`src/rtl/bin2tri_conv_pkg.sv`:
```
// Shared ternary helpers for the binary-to-ternary converter: trit encoding,
// conditional trit negation, sign of a binary word, and the converter FSM states.
package bin2tri_conv_pkg;

  localparam logic [1:0] TRIT_Z = 2'b00;
  localparam logic [1:0] TRIT_P = 2'b01;
  localparam logic [1:0] TRIT_M = 2'b11;

  typedef enum logic {
    ST_IDLE,
    ST_RUN
  } conv_state_t;

  // Swaps +1 and -1 when neg is set; zero is its own negation.
  function automatic logic [1:0] util_trit_neg_cond(input logic [1:0] t, input logic neg);
    logic [1:0] r;
    r = t;
    if (neg) begin
      if (t == TRIT_P) r = TRIT_M;
      else if (t == TRIT_M) r = TRIT_P;
    end
    return r;
  endfunction

  function automatic logic [1:0] util_bin_sign(input logic msb, input logic nonzero);
    logic [1:0] r;
    r = TRIT_Z;
    if (msb) r = TRIT_M;
    else if (nonzero) r = TRIT_P;
    return r;
  endfunction

endpackage

```
`src/rtl/bin2tri_div3_step.sv`:
```
// One balanced-ternary digit step: emits the low trit of mag and the
// magnitude that remains after removing it.
module bin2tri_div3_step
  import bin2tri_conv_pkg::*;
#(
  parameter int W = 16
) (
  input  logic [W-1:0] mag,
  output logic [1:0]   trit,
  output logic [W-1:0] mag_next
);

  logic [W-1:0] q;
  logic [W-1:0] rem;

  assign q   = mag / W'(3);
  assign rem = mag - q * W'(3);

  // For r=2, (mag+1)/3 equals q+1, which never exceeds 2^W/3 and so cannot wrap.
  always_comb begin
    trit     = TRIT_Z;
    mag_next = q;
    if (rem == W'(1)) begin
      trit = TRIT_P;
    end else if (rem == W'(2)) begin
      trit     = TRIT_M;
      mag_next = q + W'(1);
    end
  end

endmodule

```
`src/rtl/bin2tri_conv.sv`:
```
// Sequential two's-complement to balanced-ternary converter: one trit per
// cycle on |bin|, sign applied per trit, fixed N+2 cycle conversion.
module bin2tri_conv
  import bin2tri_conv_pkg::*;
#(
  parameter int N = 9,
  parameter int W = 16
) (
  input  logic           clk,
  input  logic           rst,
  input  logic           e,
  input  logic [W-1:0]   bin,
  output logic           busy,
  output logic           o,
  output logic [2*N-1:0] res,
  output logic [1:0]     cf,
  output logic [1:0]     sf,
  output logic           ovf
);

  localparam int CNT_W = $clog2(N + 1);

  // Handshake: e is accepted only on an edge where busy=0; o is a one-cycle
  // pulse after the final step, and e in that same cycle starts the next job.
  conv_state_t      state;
  logic [W-1:0]     mag;
  logic             neg;
  logic [1:0]       sgn;
  logic [2*N-1:0]   sr;
  logic [CNT_W-1:0] cnt;

  logic [1:0]       step_trit;
  logic [W-1:0]     step_mag;
  logic [1:0]       trit_s;

  bin2tri_div3_step #(.W(W)) u_step (
    .mag      (mag),
    .trit     (step_trit),
    .mag_next (step_mag)
  );

  assign trit_s = util_trit_neg_cond(step_trit, neg);

  always_ff @(posedge clk) begin
    if (rst) begin
      state <= ST_IDLE;
      mag   <= '0;
      neg   <= 1'b0;
      sgn   <= TRIT_Z;
      sr    <= '0;
      cnt   <= '0;
      busy  <= 1'b0;
      o     <= 1'b0;
      res   <= '0;
      cf    <= TRIT_Z;
      sf    <= TRIT_Z;
      ovf   <= 1'b0;
    end else begin
      o <= 1'b0;
      case (state)
        ST_IDLE: begin
          if (e) begin
            mag   <= bin[W-1] ? (~bin + W'(1)) : bin;
            neg   <= bin[W-1];
            sgn   <= util_bin_sign(bin[W-1], |bin);
            sr    <= '0;
            cnt   <= '0;
            busy  <= 1'b1;
            state <= ST_RUN;
          end
        end
        ST_RUN: begin
          mag <= step_mag;
          cnt <= cnt + CNT_W'(1);
          if (cnt == CNT_W'(N)) begin
            // Trits shift in from the top, so trit 0 lands in bits [1:0] after N steps.
            res   <= sr;
            cf    <= trit_s;
            sf    <= sgn;
            ovf   <= |step_mag;
            o     <= 1'b1;
            busy  <= 1'b0;
            state <= ST_IDLE;
          end else begin
            sr <= {trit_s, sr[2*N-1:2]};
          end
        end
        default: state <= ST_IDLE;
      endcase
    end
  end

endmodule

```
`config.mk`:
```
export PLATFORM = sky130hd
export DESIGN_NAME = bin2tri_conv
export DESIGN_NICKNAME = d
export VERILOG_FILES = /design/src/rtl/bin2tri_conv_pkg.sv /design/src/rtl/bin2tri_div3_step.sv /design/src/rtl/bin2tri_conv.sv
export SDC_FILE = /design/constraint.sdc
export NUM_CORES = 1
export LEC_CHECK = 0
export CORE_ASPECT_RATIO = 0.5
export CORE_UTILIZATION = 66
export CTS_CLUSTER_DIAMETER = 40
export DETAILED_ROUTE_END_ITERATION = 10
export PLACE_DENSITY_LB_ADDON = 0.08
export SLEW_MARGIN = 10
export SYNTH_ARGS = -nofsm -noshare
export SYNTH_HDL_FRONTEND = slang
export SYNTH_SLANG_ARGS = --single-unit
```
`constraint.sdc`:
```
create_clock -name clk -period 20.5 [get_ports clk]
set_clock_uncertainty 0.2 [all_clocks]
set_input_delay 3.075 -clock clk [delete_from_list [all_inputs] [get_ports clk]]
set_output_delay 3.075 -clock clk [all_outputs]
set_load 0.05 [all_outputs]
```
* After elaboration in Yosys (flattened, before gate mapping)
Index checks and enable logic that the tools add are counted.
Storage, ports and cells: flip-flop bits (word level) 67, input port bits 19, output and inout bits 25, word-level logic and storage cells 59
Cells by class: add/sub/neg operators 4, $mul 1, div/mod/pow operators 1, equal/unequal tests 8, multiplexer cells 24, bitwise gates (word level) 2, reductions and logical operators 7
Operators with widths (number):
- $mux 16 | 4
- $mux 18 | 2
- $pmux 18 s2 | 1
- $add 16x1->16 const B | 2
- $pmux 16 s2 | 1
- $reduce_or 16->1 | 2
- $div 16x2->16 const B | 1
- $eq 16x1->1 const B | 1
- $eq 16x2->1 const B | 1
- $mul 16x2->16 const B | 1
- $not 16->16 | 1
- $sub 16x16->16 | 1
- $mux 2 | 6
- $pmux 4 s2 | 1
- $reduce_and 2->1 | 4
- $mux 1 | 6
- $add 4x1->4 const B | 1
- $eq 4x4->1 const B | 1
- $mux 4 | 1
- $ne 2x2->1 const B | 2
- $pmux 1 s2 | 2
- $eq 2x1->1 const B | 1
- $eq 2x2->1 const B | 1
- $ne 2x1->1 const B | 1
- 2 further kinds | 2

* Logic depth before layout (Yosys ltp)
word-level depth 12, depth in mapped cells 42, depth with buffers taken out 39

* Modules after synthesis
A second synthesis with hierarchy kept.
Second synthesis, totals: cell total of the unflattened synthesis 784, area, all modules 6045.8 µm²
Modules (own cells, without submodules):
- bin2tri_div3_step | times used 1, cells each 432, area each 3076.7 µm², seq. area each 0.0 µm²
- bin2tri_conv | times used 1, cells each 352, area each 2969.1 µm², seq. area each 1321.3 µm²

* Worst setup path after synthesis
Ideal clock, no wire load.
path type register -> register, start register mag[11], end register ovf, library setup time 0.135 ns, arrival time 8.713 ns, required time 20.165 ns, path slack 11.453 ns, cell stages (with the launch flop) 41, buffers on the path 2, clock period less this slack 9.047 ns, cells stage by stage dfxtp_1 > and3b_1 > or3_4 > a32oi_4 > a211oi_2 > o41ai_2 > a21oi_2 > o41ai_4 > o31ai_4 > buf_6 > nand3_1 > o21ai_0 > ha_1 > nand2b_1 > nor2_1 > or2_2 > nand2_1 > nor3_1 > (+5 left out) > inv_1 > fa_1 > a21o_1 > a21o_1 > a21oi_1 > o21ai_0 > a211o_1 > a221o_1 > a211o_1 > nor2_1 > and4_1 > clkbuf_1 > nand4_1 > xnor2_1 > nor4_1 > o211ai_1 > nor4_2 > a211oi_2
On the way: cells in the longest elaborated chain, start to end 7, elaborated cells between the ends (all ways) 9, those cells by class add/sub: 2; mul: 1; div: 1; eq/ne: 2; mux: 2; reduce/logical: 1
RTL lines:
- from (decl) | RTL line bin2tri_conv.sv:26 | logic [W-1:0] mag;
- from (signal assigned) | RTL line bin2tri_conv.sv:63 | mag <= bin[W-1] ? (~bin + W'(1)) : bin;
- from (signal assigned) | RTL line bin2tri_conv.sv:73 | mag <= step_mag;
- $div 16x2->16 | RTL line bin2tri_div3_step.sv:16 | assign q = mag / W'(3);
- $mul 16x2->16 | RTL line bin2tri_div3_step.sv:17 | assign rem = mag - q * W'(3);
- $sub 16x16->16 | RTL line bin2tri_div3_step.sv:17
- $eq 16x2->1 | RTL line bin2tri_div3_step.sv:25 | end else if (rem == W'(2)) begin
- $mux 16 | RTL line bin2tri_div3_step.sv:25
- $mux 16 * | RTL line bin2tri_div3_step.sv:23 | if (rem == W'(1)) begin
- $reduce_or 16->1 * | RTL line bin2tri_conv.sv:80 | ovf <= |step_mag;
- to (signal assigned) | RTL line bin2tri_conv.sv:80
- to (decl) | RTL line bin2tri_conv.sv:18 | output logic ovf
Mark *: on every way between the ends. The rest lies on a longest branch, timed or not. A chain may end at the register's enable or synchronous reset.

* Worst setup path after layout
Ends and elaborated chain as after synthesis.

==> metrics.md <==
| Metric | Value |
|---|---|
| Slowest cell on crit path | dfxtp_1 |
| DRT antenna net count | 0 |
| Post-route insts no fill | 988 |
| Pwr dens | 116.3 nW/um^2 |
| Post-synthesis adder-cell area fraction | 11.20% |
| Die height | 71.69 um |
| First DRT Iteration DRCs | 542 |
| Mapped Cells | 846 |
| Port Buffers | 43 |
| Nets | 921 |
| Post-Synth Simple-Gate Area | about a quarter |
| Via count | 6413 |
| Overflow after GRT | 0 |
| Synth Cell Area | 6410 sq um |
| Core Region | between 9000 and 10000 sq um |
| WL final | 17220 um |
| Post-synth EDFFs | 0 |
| Final Cycle Share | 54.13% |
| Unrepaired setup endpoints after global routing | no |
| Crit path top cell by count | nor2_1 |
| TritonCTS buffer count | 9 |
| Syn avg cell area | 7.577 sq um |
| Die W | 141.4 um |
| # rows | 24 |
| Mapped Nets | between 900 and 1000 |
| Final setup viols | 0 |
| GPL Wtd Cong | ~0.95 |
| Ys async rst share | 0% |
| CP required | approximately 20 ns |
| Final min period | 11.10 ns |
| Maxcap violations | 0 |
| Largest family of logic cells by synthesized area | compound AO/OA/AOI/OAI gates |
| Setup TNS | 0 ns |
| Hold_ws | 0.2570 ns |
| Outcome | finished clean |
| Relative slew margins | 23.08% |
| Synth Area in Compound Gates | about 29% |
| Largest net degree at the start of global routing | around 70 |
| Met1 WL | 7778 um |
| Die area | between 10000 and 15000 sq um |
| DP HPWL | ~12000 um |
| Max incr delay on CP | 0.87 ns |
| Mux cell area share after synthesis | 1.776% |
| Hold Buf Count CTS | 0 |
| Post-CTS Setup Bufs | 0 |
| Most used DFF post-synth | dfxtp_1 |
| YS warnings | 0 |
| Final max-slew violation count | 0 |
| Final Hold Viols | 0 |
| Synth Area in XOR/XNOR | 5.466% |
| WL/cell | ~17 um |
| Post-route DRC | 0 |
| Post-layout instance area | between 7000 and 8000 sq um |
| Routed wl met3 | 1771 um |
| Worst hold path type | reg2reg |
| Worst Max-Slew Pin Slew | approximately 1.1 ns |
| Unique cell type count in the Yosys netlist | 104 |
| Worst skew pair latency | 0.33 ns |
| Antenna Cells | 0 |
| Clock Path Buffers | 2 |
| Placed cells | 972 |
| IO Count | 44 |
| Lkg Pwr | 2.675 nW |
| CTS clk-pin slew, worst paths | approximately 0.050 ns |
| CP endpoint kind | register |
| Worst Path Arrival | around 11 ns |
| Startpoint types | register |
| CTS tree | built |
| Sequential element share of the synthesized area | about a fifth |
| Initial antenna violation count | 0 |
| Area after DPL | about 6800 sq um |
| Global-route wire length before repair | 28520 um |
| Number of global-route vias before repair | 5891 |
| Critical-path maximum fanout | 24 |
| Peak supply drop | about 70 uV |
| WL met2 | 7441 um |
| Highest routed layer | met4 |
| Area grow syn2layout | 11.17% |
| Clock Root Buffer | clkbuf_16 |
| Layout filler cell count | 639 |
| Clk sinks | 66 |
| Router iterations before antenna repair | 5 |
| Synth Register Bits | between 60 and 70 |
| F_max | between 90 and 100 MHz |
| Post-DR vias/cell | 6.491 |
| Layout cells sized above 1 | 7.459% |
| WS Path Type | reg2reg |
| H-Tree Depth | 3 |
| Tot GR Track Use | 35.29% |
| Starting Density | about 71% |
| Number of gates resized after CTS | 0 |
[power by group]
group / switching [mW] / internal, mW / leakage [nW] / total [mW]
Clock: 0.0584 / 0.0973 / 0.141 / 0.156
Combinational: 0.306 / 0.216 / 2.00 / 0.522
Sequential: 0.0178 / 0.133 / 0.536 / 0.151
[synthesized netlist by cell type (10+ instances only)]
master    instances  area, sq um
o211ai_1         13        97.59
ha_1             35        437.9
nor3_1           17        85.08
nand2_1         115        431.7
nor2_1           70        262.8
xnor2_1          22        192.7
fa_1             14        280.3
a211oi_1         14        105.1
o21ai_0          29        145.1
dfxtp_1          66         1321
xor2_1           18        157.7
inv_1            46        172.7
nand3_1          43        215.2
nor2b_1          10        62.56
a21oi_1          78        390.4
clkbuf_1         39        146.4
[kinds of logic (layout without fill, tap and decap cells)]
kind of cell,count (synthesis),count (layout)
simple gates,330,330
compound gates,249,249
buf+inv,102,114
flops,66,66
fa+ha+maj,49,49
xor+xnor,40,40
mux,10,10
[layer usage]
layer / track usage, % / vias up
met5: 0 / -
met4: 10.04 / 0
li1: - / 3081
met1: 47.13 / 3013
met2: 56.99 / 294
met3: 8.957 / 25
[layout make-up]
cell class / instances / area (sq um) / share of cell area (%)
clock inverter: 6 / 66.31 / 0.9306
timing repair buffer: 49 / 470.5 / 6.602
sequential: 66 / 1321 / 18.54
multi-input combinational: 678 / 4682 / 65.71
tap: 130 / 162.7 / 2.283
clock buffer: 10 / 239.0 / 3.354
inverter: 49 / 183.9 / 2.581
[through the flow]
stage          util, %  setup slack [ns]  power, mW
5_1_grt          78.57             8.436     0.8935
3_5_place_dp     75.21             9.558     0.6596
4_1_cts          78.57             9.508     0.8187
6_report         78.57             9.404     0.8286
2_1_floorplan        -             11.45     0.5611
3_3_place_gp     75.21             9.895     0.6534
[cell usage in the layout (no fill, tap or decap), types with 10 or more instances in the layout]
cell             netlist  routed
nand2_1              115     115
a21oi_1               78      78
nor2_1                70      70
dfxtp_1               66      66
inv_1                 46      46
nand3_1               43      43
clkdlybuf4s50_1        0      42
ha_1                  35      35
o21ai_0               29      29
xnor2_1               22      22
xor2_1                18      18
nor3_1                17      16
a211oi_1              14      14
fa_1                  14      14
o211ai_1              13      13
nor2b_1               10      10
[critical path: cells and delay by family (launching register included)]
| family | cells | cell delay (ns) |
|---|---|---|
| AO/OA/AOI/OAI | 17 | 4.39 |
| AND/OR/NAND/NOR | 16 | 4.38 |
| flip-flops | 1 | 0.87 |
| adder cells (fa/ha/maj) | 3 | 0.86 |
| XOR/XNOR | 1 | 0.18 |
| buffers and inverters | 1 | 0.06 |
[registers in the layout, indices dropped and copies added, names as in the netlist]
name and cells:
res 18, cf 2, mag 16, sr 18, busy 1, cnt 4, o 1, ovf 1
neg 1, sf 2, state 1, sgn 1
[path summary, 6_finish.rpt]
path | from | end | slack, ns | cells after the start
worst max-delay path | mag[11] | ovf | 9.40 | 38
worst min-delay path | sf[1] | sf[1] | 0.26 | 2
worst max register to register | mag[11] | ovf | 9.40 | 38
worst min register to register | sf[1] | sf[1] | 0.26 | 2
(Power assumes the default switching activity.)
